$ cat src/rtl/syn_fifo_prog.sv
// Single-clock FIFO with selectable FWFT/registered read, programmable
// almost-full/almost-empty thresholds, occupancy count, sticky errors and flush.
module syn_fifo_prog #(
  parameter int DATA_WIDTH = 8,
  parameter int ADDR_WIDTH = 4,
  parameter bit FWFT       = 1'b1
) (
  input  logic                  clk,
  input  logic                  rst_n,
  input  logic                  flush,
  input  logic                  clr_err,
  input  logic                  wr_en,
  input  logic [DATA_WIDTH-1:0] data_in,
  input  logic                  rd_en,
  output logic [DATA_WIDTH-1:0] data_out,
  output logic                  rd_valid,
  input  logic [ADDR_WIDTH:0]   af_thresh,
  input  logic [ADDR_WIDTH:0]   ae_thresh,
  output logic [ADDR_WIDTH:0]   count,
  output logic                  full,
  output logic                  empty,
  output logic                  almost_full,
  output logic                  almost_empty,
  output logic                  overflow,
  output logic                  underflow
);

  localparam int DEPTH = 2 ** ADDR_WIDTH;
  localparam logic [ADDR_WIDTH:0] DEPTH_CNT = (ADDR_WIDTH + 1)'(DEPTH);

  logic [DATA_WIDTH-1:0] mem [DEPTH];
  logic [ADDR_WIDTH-1:0] wr_ptr;
  logic [ADDR_WIDTH-1:0] rd_ptr;
  logic                  rd_ok;
  logic                  wr_ok;
  logic                  wr_err;
  logic                  rd_err;

  assign empty        = (count == '0);
  assign full         = (count == DEPTH_CNT);
  assign almost_full  = (count >= af_thresh);
  assign almost_empty = (count <= ae_thresh);

  // Flush masks both requests, so it neither moves data nor raises an error.
  assign rd_ok  = rd_en & ~empty & ~flush;
  assign wr_ok  = wr_en & (~full | rd_ok) & ~flush;
  assign wr_err = wr_en & ~wr_ok & ~flush;
  assign rd_err = rd_en & ~rd_ok & ~flush;

  always_ff @(posedge clk or negedge rst_n) begin
    if (!rst_n) begin
      wr_ptr <= '0;
      rd_ptr <= '0;
      count  <= '0;
    end else if (flush) begin
      wr_ptr <= '0;
      rd_ptr <= '0;
      count  <= '0;
    end else begin
      if (wr_ok) wr_ptr <= wr_ptr + 1'b1;
      if (rd_ok) rd_ptr <= rd_ptr + 1'b1;
      case ({wr_ok, rd_ok})
        2'b10:   count <= count + 1'b1;
        2'b01:   count <= count - 1'b1;
        default: count <= count;
      endcase
    end
  end

  // Storage is never cleared; the reset branch only blocks a write while rst_n is low.
  always_ff @(posedge clk or negedge rst_n) begin
    if (!rst_n) begin
    end else if (wr_ok) begin
      mem[wr_ptr] <= data_in;
    end
  end

  always_ff @(posedge clk or negedge rst_n) begin
    if (!rst_n) begin
      overflow  <= 1'b0;
      underflow <= 1'b0;
    end else begin
      overflow  <= (overflow  & ~clr_err) | wr_err;
      underflow <= (underflow & ~clr_err) | rd_err;
    end
  end

  generate
    if (FWFT) begin : g_fwft
      // Head word is shown directly; zero while empty so reset/flush read as 0.
      assign data_out = empty ? '0 : mem[rd_ptr];
      assign rd_valid = ~empty;
    end else begin : g_reg
      logic [DATA_WIDTH-1:0] dout_q;
      logic                  valid_q;

      always_ff @(posedge clk or negedge rst_n) begin
        if (!rst_n) begin
          dout_q  <= '0;
          valid_q <= 1'b0;
        end else if (flush) begin
          dout_q  <= '0;
          valid_q <= 1'b0;
        end else begin
          valid_q <= rd_ok;
          if (rd_ok) dout_q <= mem[rd_ptr];
        end
      end

      assign data_out = dout_q;
      assign rd_valid = valid_q;
    end
  endgenerate

endmodule

$ cat config.mk
export PLATFORM = sky130hd
export DESIGN_NAME = syn_fifo_prog
export DESIGN_NICKNAME = d
export VERILOG_FILES = /design/src/rtl/syn_fifo_prog.sv
export SDC_FILE = /design/constraint.sdc
export NUM_CORES = 1
export LEC_CHECK = 0
export BUFFER_PORTS_ARGS = -buffer_cell sky130_fd_sc_hd__buf_2
export CAP_MARGIN = 20
export CORE_UTILIZATION = 40
export CTS_BUF_LIST = sky130_fd_sc_hd__clkbuf_4 sky130_fd_sc_hd__clkbuf_8 sky130_fd_sc_hd__clkbuf_16
export CTS_CLUSTER_DIAMETER = 80
export DETAILED_ROUTE_END_ITERATION = 10
export HOLD_SLACK_MARGIN = 0.1
export PLACE_DENSITY = 0.57
export SYNTH_ARGS = -nofsm -noshare
export SYNTH_HDL_FRONTEND = slang
export SYNTH_SLANG_ARGS = --single-unit
$ cat constraint.sdc
create_clock -name clk -period 5.9 [get_ports clk]
set_clock_uncertainty 0.15 [all_clocks]
set_input_delay 0.885 -clock clk [delete_from_list [all_inputs] [get_ports clk]]
set_output_delay 0.885 -clock clk [all_outputs]
set_load 0.02 [all_outputs]
## Yosys cells after proc, flatten, opt, wreduce, memory -nomap -nowiden

Memories as Yosys holds them, arrays and structs flattened.
Cells that the tools add are included.

| operators by class | value |
|---|---|
| eq/ne operators | 3 |
| reduce and logical (&&, ||, !) cells | 5 |
| $add $sub $neg | 4 |
| $lt $le $gt $ge | 2 |
| mux-type cells | 9 |
| bitwise gates (word level) | 19 |

Operators with widths:

| kind | number |
|---|---|
| $mux W4 | 4 |
| $and A1 B1 Y1 | 10 |
| $pmux W5 S2 | 1 |
| $add A4 B1 Y4 const B | 2 |
| $mux W8 | 1 |
| $not A1 Y1 | 6 |
| $add A5 B1 Y5 const B | 1 |
| $eq A5 B5 Y1 const B | 1 |
| $ge A5 B5 Y1 | 1 |
| $le A5 B5 Y1 | 1 |
| $logic_not A5 Y1 | 1 |
| $mux W5 | 1 |
| $sub A5 B1 Y5 const B | 1 |
| $reduce_bool A2 Y1 | 2 |
| $or A1 B1 Y1 | 3 |
| $reduce_bool A3 Y1 | 1 |
| $eq A2 B1 Y1 const B | 1 |
| $eq A2 B2 Y1 const B | 1 |
| $mux W1 | 2 |
| $logic_and A1 B1 Y1 | 1 |

| storage, ports and cells | value |
|---|---|
| RAM bits | 128 |
| word-level logic and storage cells | 48 |
| flip-flop bits (word level) | 15 |
| memories | 1 |
| bits of input ports | 24 |
| output and inout port bits | 20 |

Memories:

| memory | depth | width | read ports | clocked after memory_dff | write ports | line | source |
|---|---|---|---|---|---|---|---|
| mem | 16 | 8 | 1 | 0 | 1 | 31 | `logic [DATA_WIDTH-1:0] mem [DEPTH];` |

## Depth between registers and ports, before layout

Gate-level depths: netlist (run 1).

| logic depth | value |
|---|---|
| word-level depth | 11 |
| gate-level depth with buffers | 10 |
| mapped depth without buffers | 10 |

## Least setup slack after synthesis (run 1)

No wires, ideal clock.

| timing | value |
|---|---|
| kind | input -> register |
| start | in flush |
| end | reg count[4] |
| arrival time | 2.793 ns |
| setup slack | 2.875 ns |
| stages on the path | 8 |
| data required time | 5.668 ns |
| path through | clkbuf_1 nand2b_1 or3_1 fa_1 nand2b_1 a2111o_1 o22a_1 a31oi_1 |

| between the ends | value |
|---|---|
| word-level cells in the longest chain between the ends | 8 |
| elaborated cells between the ends (all ways) | 10 |

Ends and longest elaborated chain:

| what | line | source |
|---|---|---|
| start: declaration | 10 | `input logic flush,` |
| $not A1 Y1 | 45, 46 |  |
| $and A1 B1 Y1 | 45 | `assign rd_ok = rd_en & ~empty & ~flush;` |
| $or A1 B1 Y1 | 46 | `assign wr_ok = wr_en & (~full \| rd_ok) & ~flush;` |
| $and A1 B1 Y1 (2 in a row) | 46 |  |
| $eq A2 B1 Y1 / $eq A2 B2 Y1 (equally long branches) | 62 | `case ({wr_ok, rd_ok})` |
| $pmux W5 S2 | 62 |  |
| $mux W5 | 55 | `end else if (flush) begin` |
| end signal: assignment | 63 | `2'b10: count <= count + 1'b1;` |
| end signal: assignment | 64 | `2'b01: count <= count - 1'b1;` |
| end signal: assignment | 65 | `default: count <= count;` |
| end: declaration | 19 | `output logic [ADDR_WIDTH:0] count,` |

Parallel ways exist; a longest one is shown, timed or not.
A chain may end at the register's enable or synchronous reset.

## Final worst setup path (run 1)

| timing | value |
|---|---|
| start | reg rd_ptr[0] |
| end | out data_out[6] |

| between the ends | value |
|---|---|
| word-level cells in the longest chain between the ends | 2 |

Ends and longest elaborated chain:

| what | line | source |
|---|---|---|
| start: declaration | 33 | `logic [ADDR_WIDTH-1:0] rd_ptr;` |
| start signal: assignment | 61 | `if (rd_ok) rd_ptr <= rd_ptr + 1'b1;` |
| $mem_v2 Z16 W8 | -- |  |
| $mux W8 | 91 | `assign data_out = empty ? '0 : mem[rd_ptr];` |
| end: declaration | 15 | `output logic [DATA_WIDTH-1:0] data_out,` |

Every way passes these cells.

==> out/results.txt, run 1 <==
hpwl dp - 8470 µm
worst r2r src - count[1]
Worst slew margin - 27.2%
EDFF count, synth - 128
Synth Area in Adders - 3.92%
RePlAce Congestion - 0.743
total chip power - 2.88 mW
most common cell in the netlist - edfxtp_1
non-filler cells, final - 621
Clk pin slew, worst setup/hold paths - 0.05 ns
post-synth top area share - 61.4%
outcome - completed
nets@finish - 442
synthesis-to-finish area growth - 16.2%
largest net degree at the start of global routing - 28
Hold Vio Cnt, Final - 0
fin crit share - 69.0%
Max IR drop VDD - 0.229 mV
Vias - 3,256
post-synthesis instance total - 347
Synthesis Warnings - 0
Num CTS Buffers - 17
syn_area_per_cell - 18.0 µm²
mux contribution to synthesized area - 16.2%
Remaining DRCs - 0
Clock Latency Late Sink - 0.41 ns
met2 Usage GRT - 29.5%
Via-to-Cell Ratio - 5.24
Synth Area in Simple Gates - 5.88%
#FFs+latches synth - 143
drt pass-1 iters - 4
Core Area - 15,300 µm²
syn nets - 390
layout cells sized above 1 - 28.0%
main flop type after synthesis - edfxtp_1
initial antenna violation count - 0
maxcap violations - 0
CTS tree - done
Seq/Total Area, Yosys - 67.4%
Leakage - 2.55 nW
main combinational cell family by area after synthesis - multiplexers
ANT nets after route - 0
Crit Reg-Reg Endpoint - count[4]
Power Density - 396 nW/µm²
H-tree Lvls - 4
total global routing overflow - 0
reg2reg setup slack - 2.57 ns
row count - 45
measured slew at the worst slew-check pin - 1.09 ns
worst min-delay path class - input pin to async pin
FF-to-FF path depth - 10
hold slack - 0.269 ns
Netlist cell types - 44
crit-path max FO - 27
Final setup viols - 0
Critical Path RT - 4.87 ns
I/O pins - 44
Die ar. - 16,200 µm²
GR Util met1 - 24.4%
Max Freq - 246 MHz
Clock Tree Buf Depth - 2
setup TNS - 0 ns
Area contributors post-synth - edfxtp_1, mux4_2, dfrtp_1
Tot GR Track Use - 18.3%
initial drt markers - 170
fin. max-slew vios - 0
Routed Wire Length - 13,200 µm
post-CTS setup buffer count - 0
Compound-Gate Fraction of Synth Area - 2.64%
Initial Util - 41.0%
Die Height - 127 µm
vias in the first global route - 3,366
clock sinks - 143
placed insts - 591
RSZ-0062 raised after global routing - no
top post-synthesis cells by count - edfxtp_1, mux4_2, nor2_1
Avg WL per Cell - 21.3 µm
Mapped Area - 6260 µm²
Die Wd - 127 µm
Post-CTS Resized - 0
post-cts hold buffer count - 0
GR peak layer - met2
XOR/XNOR Fraction of Synth Area - 1.12%
CP Class - register to output pin
number of I/O port buffers - 43
grt met3 use - 4.77%
Placed Area - 6720 µm²
design area - 7270 µm²
Diodes inserted - 0
first-pass GRT wire length - 20,700 µm
CP endpoint kind - output pin
CTS root buf - clkbuf_16
Crit path arrival time - 3.04 ns
Synth area leader - edfxtp_1
Startpoint Class - register
clock period minus worst slack - 4.07 ns
post-synthesis async set-or-reset flop share - 10.5%
area by class of cell:
type                            instances  area [µm²]
Timing Repair Buffer                   50         272
Tap cell                              211         264
Fill cell                            1309        7990
Inverter                               19        71.3
Sequential cell                       143        4220
Multi-Input combinational cell        168        1890
Clock inverter                         12         120
Clock buffer                           18         433
cell families after synthesis:
kind of cell | count (synthesis)
flip-flops | 143
AND/OR/NAND/NOR | 69
multiplexers | 47
buffers and inverters | 36
AO/OA/AOI/OAI | 25
adder cells (fa/ha/maj) | 19
XOR/XNOR | 8
critical path, cell delays in order (launching register included):
cell     delay, ns
dfrtp_2       0.91
buf_4         0.34
mux4_1        0.56
mux4_2        0.47
and2_1        0.17
buf_2         0.15
cells in the final DEF (no fill, tap or decap), drive strengths merged, types with 3 or more instances in the layout:
cell    netlist  final
dfrtp        15     15
clkinv        0      8
nor2         24     24
mux4         40     40
buf           7     50
nand3         3      3
o211ai        3      3
and2          9      9
xor2          4      4
a21oi         5      5
edfxtp      128    128
inv          19     20
nand2         9      9
ha           18     18
mux2          3      3
nand2b        5      5
o21ai         3      3
mux2i         4      4
a31oi         6      6
nor4          4      4
clkbuf       10     18
xnor2         4      4
nand4         4      4
flip-flops by register name (all words and copies together) (netlist names):
name and cells:
mem 128, count 5, wr_ptr 4, overflow 1
underflow 1, rd_ptr 4
report_power, final:
part	internal [mW]	switching, mW
sequential	1.13	0.0994
clock	0.616	0.383
combinational	0.325	0.325
total	2.07	0.808
worst max-delay path by stage:
stage / endpoint / start
after floorplan: count[4] / flush
after global placement: data_out[3] / rd_ptr[0]
after detailed placement: data_out[6] / rd_ptr[0]
after CTS: data_out[6] / rd_ptr[0]
after global routing: data_out[6] / rd_ptr[0]
final: data_out[6] / rd_ptr[0]
metal layers:
metal  vias up  part of all wire (%)
met4         0                   1.1
met5         -                     0
met1      1690                    43
li1       1478                     -
met2        77                    51
met3        11                   4.5
per-stage QoR:
stage,setup WS (ns),utilization [%]
after floorplan,2.88,-
after global placement,2.21,44.0
after detailed placement,2.19,44.0
after CTS,1.74,47.7
after global routing,1.63,47.7
final,1.83,47.7
(Power assumes the default switching activity.)
==> inputs of run 2 (changes only) <==
--- a/config.mk
+++ b/config.mk
@@ -12,7 +12,7 @@
 export CTS_CLUSTER_DIAMETER = 80
 export DETAILED_ROUTE_END_ITERATION = 10
 export HOLD_SLACK_MARGIN = 0.1
-export PLACE_DENSITY = 0.57
+export PLACE_DENSITY = 0.59
 export SYNTH_ARGS = -nofsm -noshare
 export SYNTH_HDL_FRONTEND = slang
 export SYNTH_SLANG_ARGS = --single-unit
==> constraint.sdc (replaced) <==
create_clock -name clk -period 3.5 [get_ports clk]
set_clock_uncertainty 0.15 [all_clocks]
set_input_delay 0.525 -clock clk [delete_from_list [all_inputs] [get_ports clk]]
set_output_delay 0.525 -clock clk [all_outputs]
set_load 0.02 [all_outputs]
==> run 2 against run 1 <==
Count of clock-buffer cells in the layout stayed put. Clock power is 85% higher. Combinational power is 94% higher. Register-to-register slack worse by 1.9 ns. Non-clock buffer count is 7 higher. Final area is 1.5% higher. Sequential share of layout area is 0.87 points lower. Wire length is 9.1% lower. Cell count is 1.4% higher. Power is 76% higher. Critical endpoint unchanged.
==> out/results.txt, run 2 (synthesis gave the netlist of run 1 again) <==
Crit path arrival time - 2.50 ns (-0.54 ns)
layout cells sized above 1 - 29.6% (+1.5 points)
Leakage - 2.62 nW (+2.5%)
Die Wd - 127 µm (unchanged)
CP endpoint kind - output pin
total global routing overflow - 0 (unchanged)
hold slack - 0.179 ns (-0.0900 ns)
crit-path max FO - 35 (+30%)
row count - 45 (unchanged)
Clock power frac - 36.4% (+1.7 points)
largest net degree at the start of global routing - 36 (+29%)
Largest Register - mem
clock period minus worst slack - 3.18 ns
post-cts hold buffer count - 1 (+1)
Max Freq - 315 MHz
Setup crit end - data_out[6]
Power Density - 688 nW/µm² (+74%)
Hold Vio Cnt, Final - 0 (unchanged)
worst r2r src - count[1]
fin crit share - 90.8%
number of I/O port buffers - 43 (unchanged)
Crit Reg-Reg Endpoint - count[4]
Tot GR Track Use - 16.4% (-1.8 points)
commonest non-fill, non-tap cell in the layout - edfxtp_1
nets@finish - 449 (+1.6%)
initial drt markers - 419 (+150%)
synthesis-to-finish area growth - 18.0%
logic gate share of total power - 24.9% (+2.3 points)
Clock Latency Late Sink - 0.40 ns (about the same)
RePlAce Congestion - 0.758 (+2.0%)
Num CTS Buffers - 17 (unchanged)
PnR worst setup slack - 0.323 ns (-1.51 ns)
drt pass-1 iters - 4 (unchanged)
CTS tree - done
Clk pin slew, worst setup/hold paths - 0.06 ns (about the same)
Seq pwr share - 38.7% (-4.0 points)
Max IR drop VDD - 0.318 mV (+39%)
Clock Tree Buf Depth - 2 (unchanged)
CP Launch Point - rd_ptr[0]
Diodes inserted - 0 (unchanged)
Die ar. - 16,200 µm² (unchanged)
Via-to-Cell Ratio - 5.18 (-1.3%)
post-CTS setup buffer count - 0 (unchanged)
Finished Core Util - 48.4% (+0.72 points)
Startpoint Class - register
maxcap violations - 0 (unchanged)
Critical Path RT - 2.82 ns (-2.05 ns)
Die Height - 127 µm (unchanged)
outcome - completed
worst min-delay path class - input pin to register
Remaining DRCs - 0 (unchanged)
Pint - 3.63 mW (+75%)
CP Class - register to output pin
setup TNS - 0 ns (unchanged)
RSZ-0062 raised after global routing - no
fin. max-slew vios - 0 (unchanged)
Switching Power - 1.45 mW (+80%)
reg2reg setup slack - 0.64 ns (-1.93 ns)
Routed Wire Length - 12,000 µm (-9.1%)
Sw Ratio - 28.6% (+0.50 points)
FF-to-FF path depth - 10 (unchanged)
Initial Util - 41.0% (unchanged)
ANT nets after route - 0 (unchanged)
Core Area - 15,300 µm² (unchanged)
Vias - 3,261 (+0.15%)
pre-CTS setup slack - 0.632 ns (-1.55 ns)
clock sinks - 143 (unchanged)
Worst slew margin - 39.2% (+12 points)
top flop regs - mem x128, count x5
Final setup viols - 0 (unchanged)
measured slew at the worst slew-check pin - 0.909 ns (-0.178 ns)
vias in the first global route - 3,326 (-1.2%)
initial antenna violation count - 0 (unchanged)
first-pass GRT wire length - 19,200 µm (-7.2%)
CTS root buf - clkbuf_16
I/O pins - 44 (unchanged)
leading cell types in the layout, fill and taps excluded - edfxtp_1, buf_2, mux4_2
max reg flops - 128 (unchanged)
Post-CTS Resized - 0 (unchanged)
H-tree Lvls - 4 (unchanged)
hpwl dp - 7760 µm (-8.3%)
Avg WL per Cell - 19.1 µm (-10%)
## run 2: stage by stage
step           cell area, µm²  std cells  total power [mW]
4_1_cts                  7380        630              5.13
3_3_place_gp             6760        597              3.27
5_1_grt                  7380        630              5.31
6_report                 7380        630              5.08
3_5_place_dp             6760        597              3.28
2_1_floorplan            6260        347              2.94
## run 2: power by group through the flow
stage | Combinational (mW) | Clock [mW] | Sequential (mW)
floorplan | 0.920 | 0 | 2.02
global placement | 1.27 | 0 | 2.00
detailed placement | 1.28 | 0 | 2.00
CTS | 1.29 | 1.88 | 1.97
global route | 1.38 | 1.96 | 1.97
finish | 1.26 | 1.85 | 1.97
## run 2: area by class of cell
type	instances	area, µm²
fill	1295	7880
sequential	143	4220
multi-input combinational	168	1880
clock buffer	18	433
timing repair buffer	57	335
tap	211	264
clock inverter	14	180
inverter	19	71.3
## run 2: worst min-delay path by stage
stage	cells past startpoint	slack, ns	from	to
floorplan	0	0.08	rst_n	count[0]
global placement	1	0.33	rst_n	wr_ptr[0]
detailed placement	1	0.33	rst_n	overflow
CTS	2	0.17	clr_err	underflow
global route	2	0.17	clr_err	overflow
finish	2	0.18	clr_err	overflow
## run 2: metal layers
layer | global-route usage [%] | routed length [µm]
met1 | 23.1 | 5440
met2 | 25.6 | 5830
met3 | 3.48 | 631
met4 | 5.53 | 138
met5 | 0 | 0
## run 2: critical path, stage by stage (launching register included)
cell and delay (ns):
dfrtp_2 0.37, buf_12 0.27, mux4_1 0.62, mux4_2 0.47, and2_1 0.18, buf_2 0.16
==> inputs of run 3 (changes only) <==
--- a/config.mk
+++ b/config.mk
@@ -6,11 +6,11 @@
 export NUM_CORES = 1
 export LEC_CHECK = 0
 export BUFFER_PORTS_ARGS = -buffer_cell sky130_fd_sc_hd__buf_2
-export CAP_MARGIN = 20
 export CORE_UTILIZATION = 40
 export CTS_BUF_LIST = sky130_fd_sc_hd__clkbuf_4 sky130_fd_sc_hd__clkbuf_8 sky130_fd_sc_hd__clkbuf_16
 export CTS_CLUSTER_DIAMETER = 80
 export DETAILED_ROUTE_END_ITERATION = 10
+export GPL_TIMING_DRIVEN = 0
 export HOLD_SLACK_MARGIN = 0.1
 export PLACE_DENSITY = 0.59
 export SYNTH_ARGS = -nofsm -noshare
==> run 3 against run 2 <==
Global-route usage is 1.0 points higher. Sequential cell count stayed put. Core utilization is 0.066 points lower. Register-to-register slack worse by 0.09 ns. First-iteration DRC count is 48% lower. Power is 1.2% lower. Final area is 0.14% lower. Clock power is 7% lower. Combinational power is 6% higher. Fmax is 4.7% lower. Critical path type unchanged.
==> out/results.txt, run 3 (synthesis gave the netlist of run 1 again) <==
RSZ-0062 raised after global routing - no
CTS tree - done
maxcap violations - 0 (unchanged)
I/O pins - 44 (unchanged)
Diodes inserted - 0 (unchanged)
depth of the worst hold-timing path - 2 (unchanged)
CTS root buf - clkbuf_16
reg2reg setup slack - 0.55 ns (-0.09 ns)
Avg WL per Cell - 19.8 µm (+3.5%)
non-filler cells, final - 637 (+1.1%)
Crit-path slowest cell - mux4_2
fin crit share - 95.3% (+4.5 points)
Max Freq - 300 MHz (-4.7%)
design area - 7370 µm² (-0.14%)
Initial Util - 41.0% (unchanged)
Clock Tree Buf Depth - 2 (unchanged)
first-pass GRT wire length - 20,200 µm (+5.0%)
clock period minus worst slack - 3.33 ns (+0.158 ns)
Largest Register - mem
hpwl dp - 8560 µm (+10%)
initial antenna violation count - 0 (unchanged)
Crit path arrival time - 2.66 ns (+0.16 ns)
Finished Core Util - 48.3% (-0.066 points)
Leakage - 2.60 nW (-0.86%)
CP endpoint kind - output pin
commonest non-fill, non-tap cell in the layout - edfxtp_1
Worst slew margin - 38.7% (-0.43 points)
Die ar. - 16,200 µm² (unchanged)
setup TNS - 0 ns (unchanged)
Remaining DRCs - 0 (unchanged)
Clock Latency Late Sink - 0.42 ns (+0.02 ns)
Die Wd - 127 µm (unchanged)
synthesis-to-finish area growth - 17.8%
number of I/O port buffers - 42 (-2.3%)
Max IR drop VDD - 0.272 mV (-15%)
Hold Path Origin - clr_err
Power Density - 681 nW/µm² (-1.1%)
crit-path max FO - 10 (-71%)
largest net degree at the start of global routing - 21 (-42%)
placed insts - 604 (+1.2%)
Hold Vio Cnt, Final - 0 (unchanged)
H-tree Lvls - 4 (unchanged)
Placed Area - 6790 µm² (+0.43%)
vias in the first global route - 3,465 (+4.2%)
Crit Reg-Reg Endpoint - count[4]
Routed Wire Length - 12,600 µm (+4.7%)
drt pass-1 iters - 4 (unchanged)
FF-to-FF path depth - 10 (unchanged)
clock sinks - 143 (unchanged)
Via-to-Cell Ratio - 5.28 (+2.1%)
initial drt markers - 219 (-48%)
CP Class - register to output pin
leading cell types in the layout, fill and taps excluded - edfxtp_1, buf_2, mux4_2
measured slew at the worst slew-check pin - 0.914 ns (+0.00489 ns)
RePlAce Congestion - 0.746 (-1.6%)
Largest stage delay, worst path - 0.50 ns (-0.12 ns)
top flop regs - mem x128, count x5
nets@finish - 456 (+1.6%)
Num CTS Buffers - 17 (unchanged)
max reg flops - 128 (unchanged)
Critical Path RT - 2.82 ns (about the same)
Die Height - 127 µm (unchanged)
Tot GR Track Use - 17.5% (+1.0 points)
Clk pin slew, worst setup/hold paths - 0.06 ns (about the same)
ANT nets after route - 0 (unchanged)
worst min-delay path class - input pin to register
crit-path cells - clkbuf_1, clkbuf_2, mux4_1, mux4_2, and2_1, buf_2
worst r2r src - count[1]
Hold EP - overflow
Vias - 3,366 (+3.2%)
Core Area - 15,300 µm² (unchanged)
outcome - completed
Startpoint Class - register
row count - 45 (unchanged)
Final setup viols - 0 (unchanged)
total global routing overflow - 0 (unchanged)
layout cells sized above 1 - 28.2% (-1.4 points)
fin. max-slew vios - 0 (unchanged)
## run 3: routing by layer
metal,routed length [µm],up-vias,GRT usage [%],part of all wire (%)
li1,-,1518,-,-
met1,5870,1765,24.6,47
met2,6010,66,26.4,48
met3,501,17,3.98,4.0
met4,215,0,7.14,1.7
met5,0,-,0,0
## run 3: worst max path at each step
| stage | start | endpoint |
|---|---|---|
| finish | rd_ptr[1] | data_out[0] |
| floorplan | count[1] | count[4] |
| CTS | rd_ptr[1] | data_out[0] |
| global placement | rd_en | mem[0][5] |
| detailed placement | rd_ptr[1] | data_out[0] |
| global route | rd_ptr[1] | data_out[0] |
## run 3: timing repair
action                                 4_1_cts  5_1_grt
resized for setup                            3        3
setup endpoints to repair                    8        8
buffers inserted                             0        0
endpoints found under the hold margin       15        0
hold buffers                                 1        0
## run 3: worst max-delay path: cells and delay by family, from the launching register on
family,cells,cell delay [ns]
buffers and inverters,3,0.82
DFF,1,0.35
muxes,2,0.89
and+or+nand+nor,1,0.17
## run 3: layout make-up
class / instances / area (µm²)
multi-input cells: 168 / 1890
plain buffers: 17 / 114
clock inverters: 15 / 143
inverters: 19 / 71.3
clock buffers: 17 / 425
repair buffers: 47 / 248
flip-flops and latches: 143 / 4220
fillers: 1262 / 7890
well taps: 211 / 264
## run 3: metrics by stage
| step | total power, mW | worst slack, ns | hold WS (ns) |
|---|---|---|---|
| final | 5.02 | 0.165 | 0.163 |
| after global routing | 5.24 | 0.0422 | 0.159 |
| after CTS | 5.06 | 0.0774 | 0.144 |
| after detailed placement | 3.34 | 0.258 | 0.336 |
| after global placement | 3.31 | -0.256 | 0.330 |
| after floorplan | 2.94 | 0.762 | 0.0794 |
## run 3: where the power goes
group / internal, mW / switching [mW]
logic: 0.613 / 0.712
registers: 1.90 / 0.0629
clock network: 1.04 / 0.683
total: 3.56 / 1.46
